[config.mk]
export PLATFORM = sky130hd
export DESIGN_NAME = u_pcoin_flat
export DESIGN_NICKNAME = d
export VERILOG_FILES = /design/src/rtl/u_pcoin_if.sv /design/src/rtl/u_pcoin.sv /design/src/flat_wrapper.sv
export SDC_FILE = /design/constraint.sdc
export NUM_CORES = 2
export LEC_CHECK = 0
export CAP_MARGIN = 10
export CELL_PAD_IN_SITES_DETAIL_PLACEMENT = 0
export CELL_PAD_IN_SITES_GLOBAL_PLACEMENT = 1
export CORE_UTILIZATION = 50
export DETAILED_ROUTE_END_ITERATION = 10
export PLACE_DENSITY_LB_ADDON = 0.1
export RECOVER_POWER = 50
export SYNTH_ARGS = -nofsm -noshare
export SYNTH_HDL_FRONTEND = slang
export SYNTH_SLANG_ARGS = --single-unit
[constraint.sdc]
create_clock -name clk -period 24.6 [get_ports clk]
set_input_delay 4.92 -clock clk [delete_from_list [all_inputs] [get_ports clk]]
set_output_delay 4.92 -clock clk [all_outputs]
set_load 0.05 [all_outputs]
[src/rtl/u_pcoin_if.sv]
// ---------------------------------------------------------------------------
// u_pcoin_if
// Serial host link of the u_pcoin SHA-256 core.
//   sck          host serial clock (asynchronous to clk)
//   sdi          serial message data in, MSB first
//   sdo          serial digest data out, MSB first
//   block_load   high while a fresh (IV-initialised) block is being loaded
//   message_load high while message bits are shifted in; fall starts hashing
//   done         digest valid and ready to shift out
// The host drives through the master modport, the core uses the slave one.
// ---------------------------------------------------------------------------
interface u_pcoin_if;
    logic sck;
    logic sdi;
    logic sdo;
    logic block_load;
    logic message_load;
    logic done;

    modport master (
        output sck,
        output sdi,
        output block_load,
        output message_load,
        input  sdo,
        input  done
    );

    modport slave (
        input  sck,
        input  sdi,
        input  block_load,
        input  message_load,
        output sdo,
        output done
    );
endinterface

[src/rtl/u_pcoin.sv]
// ---------------------------------------------------------------------------
// u_pcoin
// Single-block SHA-256 engine with an SPI-style host link. The host shifts a
// pre-padded 512-bit block in, the core runs 64 rounds (one per clk), raises
// done, and the host shifts the 256-bit digest out on sck falling edges.
//   clk    system clock, all state on its rising edge
//   reset  synchronous, active-high
//   bus    u_pcoin_if.slave: sck, sdi, block_load, message_load in;
//          sdo, done out
// ---------------------------------------------------------------------------
module u_pcoin (
    input  logic         clk,
    input  logic         reset,
    u_pcoin_if.slave     bus
);

    typedef enum logic [1:0] {
        ST_LOAD  = 2'd0,
        ST_HASH  = 2'd1,
        ST_FINAL = 2'd2,
        ST_DONE  = 2'd3
    } state_t;

    localparam logic [31:0] K_TAB [64] = '{
        32'h428a2f98, 32'h71374491, 32'hb5c0fbcf, 32'he9b5dba5,
        32'h3956c25b, 32'h59f111f1, 32'h923f82a4, 32'hab1c5ed5,
        32'hd807aa98, 32'h12835b01, 32'h243185be, 32'h550c7dc3,
        32'h72be5d74, 32'h80deb1fe, 32'h9bdc06a7, 32'hc19bf174,
        32'he49b69c1, 32'hefbe4786, 32'h0fc19dc6, 32'h240ca1cc,
        32'h2de92c6f, 32'h4a7484aa, 32'h5cb0a9dc, 32'h76f988da,
        32'h983e5152, 32'ha831c66d, 32'hb00327c8, 32'hbf597fc7,
        32'hc6e00bf3, 32'hd5a79147, 32'h06ca6351, 32'h14292967,
        32'h27b70a85, 32'h2e1b2138, 32'h4d2c6dfc, 32'h53380d13,
        32'h650a7354, 32'h766a0abb, 32'h81c2c92e, 32'h92722c85,
        32'ha2bfe8a1, 32'ha81a664b, 32'hc24b8b70, 32'hc76c51a3,
        32'hd192e819, 32'hd6990624, 32'hf40e3585, 32'h106aa070,
        32'h19a4c116, 32'h1e376c08, 32'h2748774c, 32'h34b0bcb5,
        32'h391c0cb3, 32'h4ed8aa4a, 32'h5b9cca4f, 32'h682e6ff3,
        32'h748f82ee, 32'h78a5636f, 32'h84c87814, 32'h8cc70208,
        32'h90befffa, 32'ha4506ceb, 32'hbef9a3f7, 32'hc67178f2
    };

    localparam logic [31:0] IV [8] = '{
        32'h6a09e667, 32'hbb67ae85, 32'h3c6ef372, 32'ha54ff53a,
        32'h510e527f, 32'h9b05688c, 32'h1f83d9ab, 32'h5be0cd19
    };

    function automatic logic [31:0] rotr(input logic [31:0] x, input int unsigned n);
        return (x >> n) | (x << (32 - n));
    endfunction

    function automatic logic [31:0] big_sig0(input logic [31:0] x);
        return rotr(x, 2) ^ rotr(x, 13) ^ rotr(x, 22);
    endfunction

    function automatic logic [31:0] big_sig1(input logic [31:0] x);
        return rotr(x, 6) ^ rotr(x, 11) ^ rotr(x, 25);
    endfunction

    function automatic logic [31:0] small_sig0(input logic [31:0] x);
        return rotr(x, 7) ^ rotr(x, 18) ^ (x >> 3);
    endfunction

    function automatic logic [31:0] small_sig1(input logic [31:0] x);
        return rotr(x, 17) ^ rotr(x, 19) ^ (x >> 10);
    endfunction

    // Synchronisers; the third stage of sck and message_load is the
    // "previous" value used for edge detection.
    logic [2:0] r_sck_sync;
    logic [2:0] r_ml_sync;
    logic [1:0] r_sdi_sync;
    logic [1:0] r_bl_sync;

    logic w_sck_rise, w_sck_fall, w_ml_rise, w_ml_fall;
    logic w_ml, w_sdi, w_bl;

    always_ff @(posedge clk) begin
        if (reset) begin
            r_sck_sync <= '0;
            r_ml_sync  <= '0;
            r_sdi_sync <= '0;
            r_bl_sync  <= '0;
        end else begin
            r_sck_sync <= {r_sck_sync[1:0], bus.sck};
            r_ml_sync  <= {r_ml_sync[1:0], bus.message_load};
            r_sdi_sync <= {r_sdi_sync[0], bus.sdi};
            r_bl_sync  <= {r_bl_sync[0], bus.block_load};
        end
    end

    assign w_sck_rise = r_sck_sync[1] & ~r_sck_sync[2];
    assign w_sck_fall = ~r_sck_sync[1] & r_sck_sync[2];
    assign w_ml_rise  = r_ml_sync[1] & ~r_ml_sync[2];
    assign w_ml_fall  = ~r_ml_sync[1] & r_ml_sync[2];
    assign w_ml       = r_ml_sync[1];
    assign w_sdi      = r_sdi_sync[1];
    assign w_bl       = r_bl_sync[1];

    // ---------------------------------------------------------------- FSM
    state_t r_state, w_state_nxt;
    logic [5:0] r_round;

    always_ff @(posedge clk) begin
        // NOTE: every clocked register uses <= so all flops sample the
        // pre-edge values regardless of statement order.
        if (reset) r_state <= ST_LOAD;
        else       r_state <= w_state_nxt;
    end

    always_comb begin
        // NOTE: default first, so no path leaves w_state_nxt unassigned and
        // no latch is inferred.
        w_state_nxt = r_state;
        unique case (r_state)
            ST_LOAD:  if (w_ml_fall) w_state_nxt = ST_HASH;
            ST_HASH:  if (r_round == 6'd63) w_state_nxt = ST_FINAL;
            ST_FINAL: w_state_nxt = ST_DONE;
            ST_DONE:  w_state_nxt = ST_DONE;
            default:  w_state_nxt = ST_LOAD;
        endcase
        // A new message_load rise aborts whatever is going on.
        if (w_ml_rise) w_state_nxt = ST_LOAD;
    end

    // ------------------------------------------------------------ datapath
    logic [511:0] r_msg;
    logic [31:0]  r_h [8];     // chaining value H0..H7
    logic [31:0]  r_v [8];     // working variables a..h (index 0 = a)
    logic [31:0]  r_w [16];    // r_w[j] holds W[t+j] during round t
    logic [255:0] r_out;
    logic         r_done;

    logic [31:0]  w_t1, w_t2, w_w_new;
    logic [255:0] w_digest;

    always_comb begin
        w_t1 = r_v[7] + big_sig1(r_v[4])
             + ((r_v[4] & r_v[5]) ^ (~r_v[4] & r_v[6]))
             + K_TAB[r_round] + r_w[0];
        w_t2 = big_sig0(r_v[0])
             + ((r_v[0] & r_v[1]) ^ (r_v[0] & r_v[2]) ^ (r_v[1] & r_v[2]));
        // Next schedule word W[t+16] from the sliding window.
        w_w_new = small_sig1(r_w[14]) + r_w[9] + small_sig0(r_w[1]) + r_w[0];
        w_digest = '0;
        for (int i = 0; i < 8; i++) begin
            w_digest[255 - 32*i -: 32] = r_h[i] + r_v[i];
        end
    end

    // Control-visible state with reset values.
    always_ff @(posedge clk) begin
        if (reset) begin
            r_msg   <= '0;
            r_out   <= '0;
            r_done  <= 1'b0;
            r_round <= '0;
            for (int i = 0; i < 8; i++) r_h[i] <= IV[i];
        end else begin
            unique case (r_state)
                ST_LOAD: begin
                    if (w_ml && w_sck_rise) r_msg <= {r_msg[510:0], w_sdi};
                    if (w_ml_fall) begin
                        r_round <= '0;
                        if (w_bl) for (int i = 0; i < 8; i++) r_h[i] <= IV[i];
                    end
                end
                ST_HASH:  r_round <= r_round + 6'd1;
                ST_FINAL: begin
                    for (int i = 0; i < 8; i++) r_h[i] <= w_digest[255 - 32*i -: 32];
                    r_out  <= w_digest;
                    r_done <= 1'b1;
                end
                ST_DONE:  if (w_sck_fall) r_out <= {r_out[254:0], 1'b0};
                default:  ;
            endcase
            // Placed last so an abort wins over a simultaneous FINAL.
            if (w_ml_rise) r_done <= 1'b0;
        end
    end

    // Round pipeline state. It is always fully loaded from H and msg before
    // use, so it carries no reset.
    always_ff @(posedge clk) begin
        // NOTE: the working variables and schedule window are deliberately
        // not reset: they are overwritten at hash start and never observed
        // before that, so a reset would only add fan-out.
        if (r_state == ST_LOAD && w_ml_fall) begin
            for (int i = 0; i < 8; i++)  r_v[i] <= w_bl ? IV[i] : r_h[i];
            for (int i = 0; i < 16; i++) r_w[i] <= r_msg[511 - 32*i -: 32];
        end else if (r_state == ST_HASH) begin
            r_v[0] <= w_t1 + w_t2;
            r_v[1] <= r_v[0];
            r_v[2] <= r_v[1];
            r_v[3] <= r_v[2];
            r_v[4] <= r_v[3] + w_t1;
            r_v[5] <= r_v[4];
            r_v[6] <= r_v[5];
            r_v[7] <= r_v[6];
            for (int i = 0; i < 15; i++) r_w[i] <= r_w[i+1];
            r_w[15] <= w_w_new;
        end
    end

    // First digest bit appears together with done; zero otherwise.
    assign bus.sdo  = r_done & r_out[255];
    assign bus.done = r_done;

endmodule

[src/flat_wrapper.sv]
// flat-port wrapper written by rule: the top's interface ports become plain ports
module u_pcoin_flat 
  (clk, reset, bus_sck, bus_sdi, bus_block_load, bus_message_load, bus_sdo, bus_done);
  u_pcoin_if bus_i ();
  input  logic clk;
  input  logic reset;
  input wire logic [$bits(bus_i.sck)-1:0] bus_sck;
  input wire logic [$bits(bus_i.sdi)-1:0] bus_sdi;
  input wire logic [$bits(bus_i.block_load)-1:0] bus_block_load;
  input wire logic [$bits(bus_i.message_load)-1:0] bus_message_load;
  output wire logic [$bits(bus_i.sdo)-1:0] bus_sdo;
  output wire logic [$bits(bus_i.done)-1:0] bus_done;
  assign bus_i.sck = bus_sck;
  assign bus_i.sdi = bus_sdi;
  assign bus_i.block_load = bus_block_load;
  assign bus_i.message_load = bus_message_load;
  assign bus_sdo = bus_i.sdo;
  assign bus_done = bus_i.done;
  u_pcoin u_core (.clk(clk), .reset(reset), .bus(bus_i));
endmodule
After elaboration in Yosys (flattened, before gate mapping)
Memories as Yosys holds them, arrays and structs flattened.
Cells that the tools add are included.
{ "classes": {"eq_ne": 7, "n_shift": 0, "n_div": 0, "muxes": 72, "bitwise_logic": 77, "n_addsub": 19, "reduce_logical": 11, "order_cmp": 1, "mul": 0} }
{ "ops": {"columns": ["cell", "n"], "rows": [
  ["two-way mux 32 bit", 50],
  ["adder 32 bit", 18],
  ["case mux 256 bit (2 select lines)", 1],
  ["XOR 32 bit", 9],
  ["two-way mux 256 bit", 1],
  ["bitwise AND 32 bit", 5],
  ["OR 1 bit", 40],
  ["inverter 32 bit", 1],
  ["OR 10 x 32 -> 32 bit", 1],
  ["OR 13 x 32 -> 32 bit", 1],
  ["OR 14 x 32 -> 32 bit", 1],
  ["OR 15 x 32 -> 32 bit", 1],
  ["OR 19 x 32 -> 32 bit", 1],
  ["OR 21 x 32 -> 32 bit", 1],
  ["OR 25 x 32 -> 32 bit", 1],
  ["OR 26 x 32 -> 32 bit", 1],
  ["OR 30 x 32 -> 32 bit", 1],
  ["OR 7 x 32 -> 32 bit", 1],
  ["XOR 32 x 22 -> 32 bit", 1],
  ["XOR 32 x 29 -> 32 bit", 1],
  ["two-way mux 1 bit", 15],
  ["case mux 6 bit (2 select lines)", 1],
  ["AND reduction 2 bit", 4],
  ["greater-or-equal comparator 7 bit, second input constant", 1],
  ["15 further kinds", 29]
]} }
{ "word_totals": {"mem_bits_rw": 1024, "word_cells": 200, "rom_bits": 2048, "mem_count": 4, "latch_bits": 0, "reg_bits": 787} }
{ "memory_table": {"columns": ["name", "depth", "word_bits", "rd", "rd_ports_with_merged_regs", "write_ports", "line", "source"], "rows": [
  ["(no name shown)", 64, 32, 1, 0, 0, "u_pcoin.sv:140", "+ K_TAB[r_round] + r_w[0];"],
  ["u_core.r_w", 16, 32, 16, 0, 16, "u_pcoin.sv:130", "logic [31:0] r_w [16];"],
  ["u_core.r_h", 8, 32, 8, 0, 8, "u_pcoin.sv:128", "logic [31:0] r_h [8];"],
  ["u_core.r_v", 8, 32, 8, 0, 8, "u_pcoin.sv:129", "logic [31:0] r_v [8];"]
]} }

Longest topological paths before layout
An unclocked memory read counts as a cell.
{ "depth": {"word_depth": 10, "mapped_depth": 39, "depth_no_buf": 38} }

Worst setup path after synthesis
Ideal clock, no wire load.
{ "synth_path": {"kind": "register to register", "start": "register u_core.r_state[0]", "end": "register u_core.r_round[4]", "n_path_buf": 3, "setup_time_ns": 0.130, "path_slack_ns": 5.504, "arrival_ns": 18.967, "stages_incl_launch_ff": 9, "period_less_slack_ns": 19.096, "cell_sequence": "dfxtp_1 -> clkbuf_1 -> nand2b_1 -> clkbuf_1 -> clkbuf_1 -> nand2_1 -> o21ai_0 -> a21oi_1 -> nor2_1"} }
{ "synth_via": {"elab_chain_cells": 3, "word_cells_on_any_way": 6} }
{ "synth_lines": {"columns": ["element", "line", "source"], "rows": [
  ["start: declaration", "u_pcoin.sv:101", "state_t r_state, w_state_nxt;"],
  ["start signal: assignment", "u_pcoin.sv:108", "else r_state <= w_state_nxt;"],
  ["== test 2 x 1 -> 1 bit or logical NOT 2 bit (tied branches)", "u_pcoin.sv:160", "unique case (r_state)"],
  ["nonzero test 2 bit (no line) or inequality test 2 x 1 -> 1 bit (tied branches)", null, null],
  ["AND reduction 2 bit (no line)", null, null],
  ["end signal: assignment", "u_pcoin.sv:168", "ST_HASH: r_round <= r_round + 6'd1;"],
  ["end: declaration", "u_pcoin.sv:102", "logic [5:0] r_round;"]
]} }
Several ways; a longest one is shown, not always the timed one.
A chain may end at the register's enable or synchronous reset.

==> flow_metrics.env <==
export IMPL_required_ns=25.34
export IMPL_worstPathMaxFanout=175
export IMPL_die_area_mm2=0.1984
export IMPL_cts_sinks=1811
export IMPL_r2r_end="u_core.r_w[0][190]$_DFFE_PP_"
export IMPL_cts_buffer_depth=3
export IMPL_drive_above_1_share=0.04458
export IMPL_critical_path_class="reg2reg"
export IMPL_fin_crit_sh=0.6178
export IMPL_nNetsFinal=11350
export IMPL_vias_per_cell=5.829
export IMPL_final_cell_mix="nand2_1 (3457), a21oi_1 (1010), edfxtp_1 (992), dfxtp_1 (814), o21ai_0 (593)"
export IMPL_crit_arrival_ns=15.94
export IMPL_final_common_cell="nand2_1"
export IMPL_fin_tns_setup_ns=0
export IMPL_syn_avg_cell_area_um2=8.850
export IMPL_grt_usage=0.3170
export IMPL_drtAntennaViolNets=0
export IMPL_area_delta_synth_final_pct=8.603
export IMPL_fillCellCount=17880
export IMPL_post_route_min_period_ns=15.20
export IMPL_grt_start_max_net_pins=190
export IMPL_power_mw=9.237
export IMPL_antenna_found_initial=5
export IMPL_clkLatencyLatePin_ns=0.88
export IMPL_setup_viol=0
export IMPL_syn_area_mm2=0.09833
export IMPL_r2r_start="u_core.r_state[1]$_SDFFE_PP0P_"
export IMPL_r2r_slack_ns=9.40
export IMPL_synth_cells=11110
export IMPL_status="finished with violations"
export IMPL_tightest_slew_ns=8.904
export IMPL_post_dp_hpwl_um=217900
export IMPL_cts_tree="done"
export IMPL_vdd_ir_drop_worst_mv=0.07288
export IMPL_cts_clk_slew_worst_paths_ns=0.06
export IMPL_maxSlewHeadroom=-4.936
export IMPL_postCtsSetupBuffers=0
export IMPL_drt_initial_drc_count=7883
export IMPL_synth_seq_cells=1811
export IMPL_grt_overflow_total=0
export IMPL_routed_wl_um=317700
export IMPL_maxCapViolCount=24
export IMPL_initial_core_util=0.5038
export IMPL_vias=78990
export IMPL_crit_path_start_kind="flop"
export IMPL_drt_wirelength_per_cell_um=23.45
export IMPL_ios=8
export IMPL_report_final_slew_viol_count=1709
export IMPL_syn_num_nets=11710
export IMPL_htree_levels=4
export IMPL_route_detailed_drc=0
export IMPL_min_path_type="reg2reg"
export IMPL_pre_cts_ws_ns=13.71
export IMPL_coreArea_mm2=0.1952
export IMPL_portBuffers=7
export IMPL_finClkSkew_ns=0.07046
export IMPL_grt_pass1_vias=75200
export IMPL_power_density_mw_per_mm2=86.50
export IMPL_violations="max-capacitance violations, max-slew violations"
export IMPL_synth_yosys_seq_area_share=0.4697
export IMPL_synth_cell_types=99
export IMPL_fp_dieH_um=445.5
export IMPL_clock_fmax_mhz=65.80
export IMPL_cts_resized=0
export IMPL_ys_warn_count=0
export IMPL_synthFlopType="edfxtp_1"
export IMPL_synth_edf_count=992
export IMPL_cp_startpoint="u_core.r_state[1]$_SDFFE_PP0P_"
export IMPL_first_pass_iters=6
export IMPL_cts_root_buf="clkbuf_16"
export IMPL_place_congestion=0.9583
export IMPL_rsz0062_at_grt="no"
export IMPL_fp_dieW_um=445.5
export IMPL_leakage_nw=39.88
export IMPL_cp_endpoint="u_core.r_w[0][190]$_DFFE_PP_"
export IMPL_grt_pass1_wl_um=481400
export IMPL_ctsHoldBuffers=0
export IMPL_endpoint_kind="flop"
export IMPL_row_count=162
export IMPL_async_flop_share=0
export IMPL_cts_buffers=194
export IMPL_hold_violations=0
export IMPL_reg2reg_depth=7
export IMPL_fin_ws_ns=9.402
logic make-up after synthesis:
| group | count (synthesis) | share of synthesized area |
|---|---|---|
| xor gates and xnor gates | 597 | 0.05317 |
| AOI/OAI and AO/OA | 2433 | 0.1482 |
| DFF | 1811 | 0.4697 |
| buffers and inverters | 979 | 0.03791 |
| muxes | 58 | 0.007176 |
| adders and majority gates | 615 | 0.09248 |
| and+or+nand+nor | 4618 | 0.1914 |
layer usage:
| metal | wire length [um] | track usage |
|---|---|---|
| met1 | 143300 | 0.4585 |
| met2 | 142900 | 0.4947 |
| met4 | 10190 | 0.09322 |
| met3 | 21280 | 0.04219 |
| met5 | 0 | 0 |
flip-flops by register name, summed over array words and instances, names as in the netlist:
signal / count
u_core.r_out: 256
u_core.r_state: 2
u_core.bus.done: 1
u_core.r_sdi_sync: 2
u_core.r_sck_sync: 3
u_core.r_bl_sync: 2
u_core.r_ml_sync: 3
u_core.r_v: 256
u_core.r_w: 512
u_core.r_msg: 512
u_core.r_round: 6
u_core.r_h: 256
worst min path at each step:
stage | end | startpoint | slack [ns] | cells after the start
finish | u_core.r_msg[436]$_SDFFE_PP0P_ | u_core.r_msg[435]$_SDFFE_PP0P_ | 0.42 | 2
global route | u_core.r_msg[436]$_SDFFE_PP0P_ | u_core.r_msg[435]$_SDFFE_PP0P_ | 0.43 | 2
CTS | u_core.r_msg[436]$_SDFFE_PP0P_ | u_core.r_msg[435]$_SDFFE_PP0P_ | 0.42 | 2
detailed placement | u_core.r_bl_sync[1]$_SDFF_PP0_ | u_core.r_bl_sync[0]$_SDFF_PP0_ | 0.43 | 1
global placement | u_core.r_bl_sync[1]$_SDFF_PP0_ | u_core.r_bl_sync[0]$_SDFF_PP0_ | 0.43 | 1
floorplan | u_core.r_bl_sync[1]$_SDFF_PP0_ | u_core.r_bl_sync[0]$_SDFF_PP0_ | 0.41 | 1
cell usage after synthesis (all sizes together) (9+ instances only):
cell / number / area, um^2
a2111oi: 13 / 138.9
a211o: 13 / 113.9
a211oi: 110 / 845.8
a21boi: 15 / 112.6
a21o: 171 / 1292
a21oi: 1013 / 5077
a221oi: 31 / 277.8
a311oi: 36 / 315.3
a31oi: 39 / 265.3
a41oi: 9 / 86.34
and2: 27 / 168.9
and3: 34 / 212.7
buf: 23 / 98.84
clkbuf: 659 / 2505
dfxtp: 819 / 16400
edfxtp: 992 / 29790
fa: 195 / 3904
ha: 394 / 4930
inv: 291 / 1092
maj3: 26 / 260.3
mux2: 10 / 112.6
mux2i: 39 / 390.4
mux4: 9 / 202.7
nand2: 3463 / 13000
nand2b: 70 / 437.9
nand3: 68 / 340.3
nand3b: 125 / 938.4
nand4: 28 / 175.2
nor2: 560 / 2102
nor2b: 49 / 306.5
nor3: 110 / 550.5
nor3b: 9 / 78.83
nor4: 17 / 106.4
o211ai: 134 / 1006
o21a: 65 / 488.0
o21ai: 609 / 3052
o21bai: 48 / 360.4
o22ai: 11 / 68.82
o31ai: 33 / 261.5
or2: 11 / 68.82
or3: 31 / 193.9
xnor2: 388 / 3398
xor2: 209 / 1831
report_power, final:
group | leakage (nW) | switching [mW] | internal [mW]
combinational | 21.1 | 1.76 | 1.08
sequential | 15.4 | 0.0581 | 3.28
clock | 3.32 | 1.31 | 1.76
critical path, cell delays in order (launching register included):
cell	delay [ns]
dfxtp_1	0.65
nand2b_1	2.01
clkbuf_1	6.30
clkbuf_1	2.70
clkbuf_1	1.90
buf_4	1.00
nand2_1	0.19
nand2_1	0.11
area by class of cell:
cell class | count | area [um^2] | area share
clock buffer | 288 | 5771 | 0.05404
timing repair buffer | 127 | 944.7 | 0.008846
multi-input combinational | 8321 | 48470 | 0.4539
antenna | 1 | 2.502 | 0.00002343
clock inverter | 82 | 1011 | 0.009467
tap | 2624 | 3283 | 0.03074
sequential | 1811 | 46200 | 0.4326
inverter | 296 | 1111 | 0.01040
per-stage QoR:
| step | hold WS, ns | instances | util | area [um^2] |
|---|---|---|---|---|
| 2_1_floorplan | 0.4138 | 11110 | - | 98330 |
| 3_3_place_gp | 0.4299 | 13180 | 0.5132 | 100200 |
| 3_5_place_dp | 0.4312 | 13180 | 0.5132 | 100200 |
| 4_1_cts | 0.4183 | 13550 | 0.5479 | 107000 |
| 5_1_grt | 0.4294 | 13550 | 0.5471 | 106800 |
| 6_report | 0.4176 | 13550 | 0.5471 | 106800 |
Note: power is estimated with default switching activity, not from simulation.
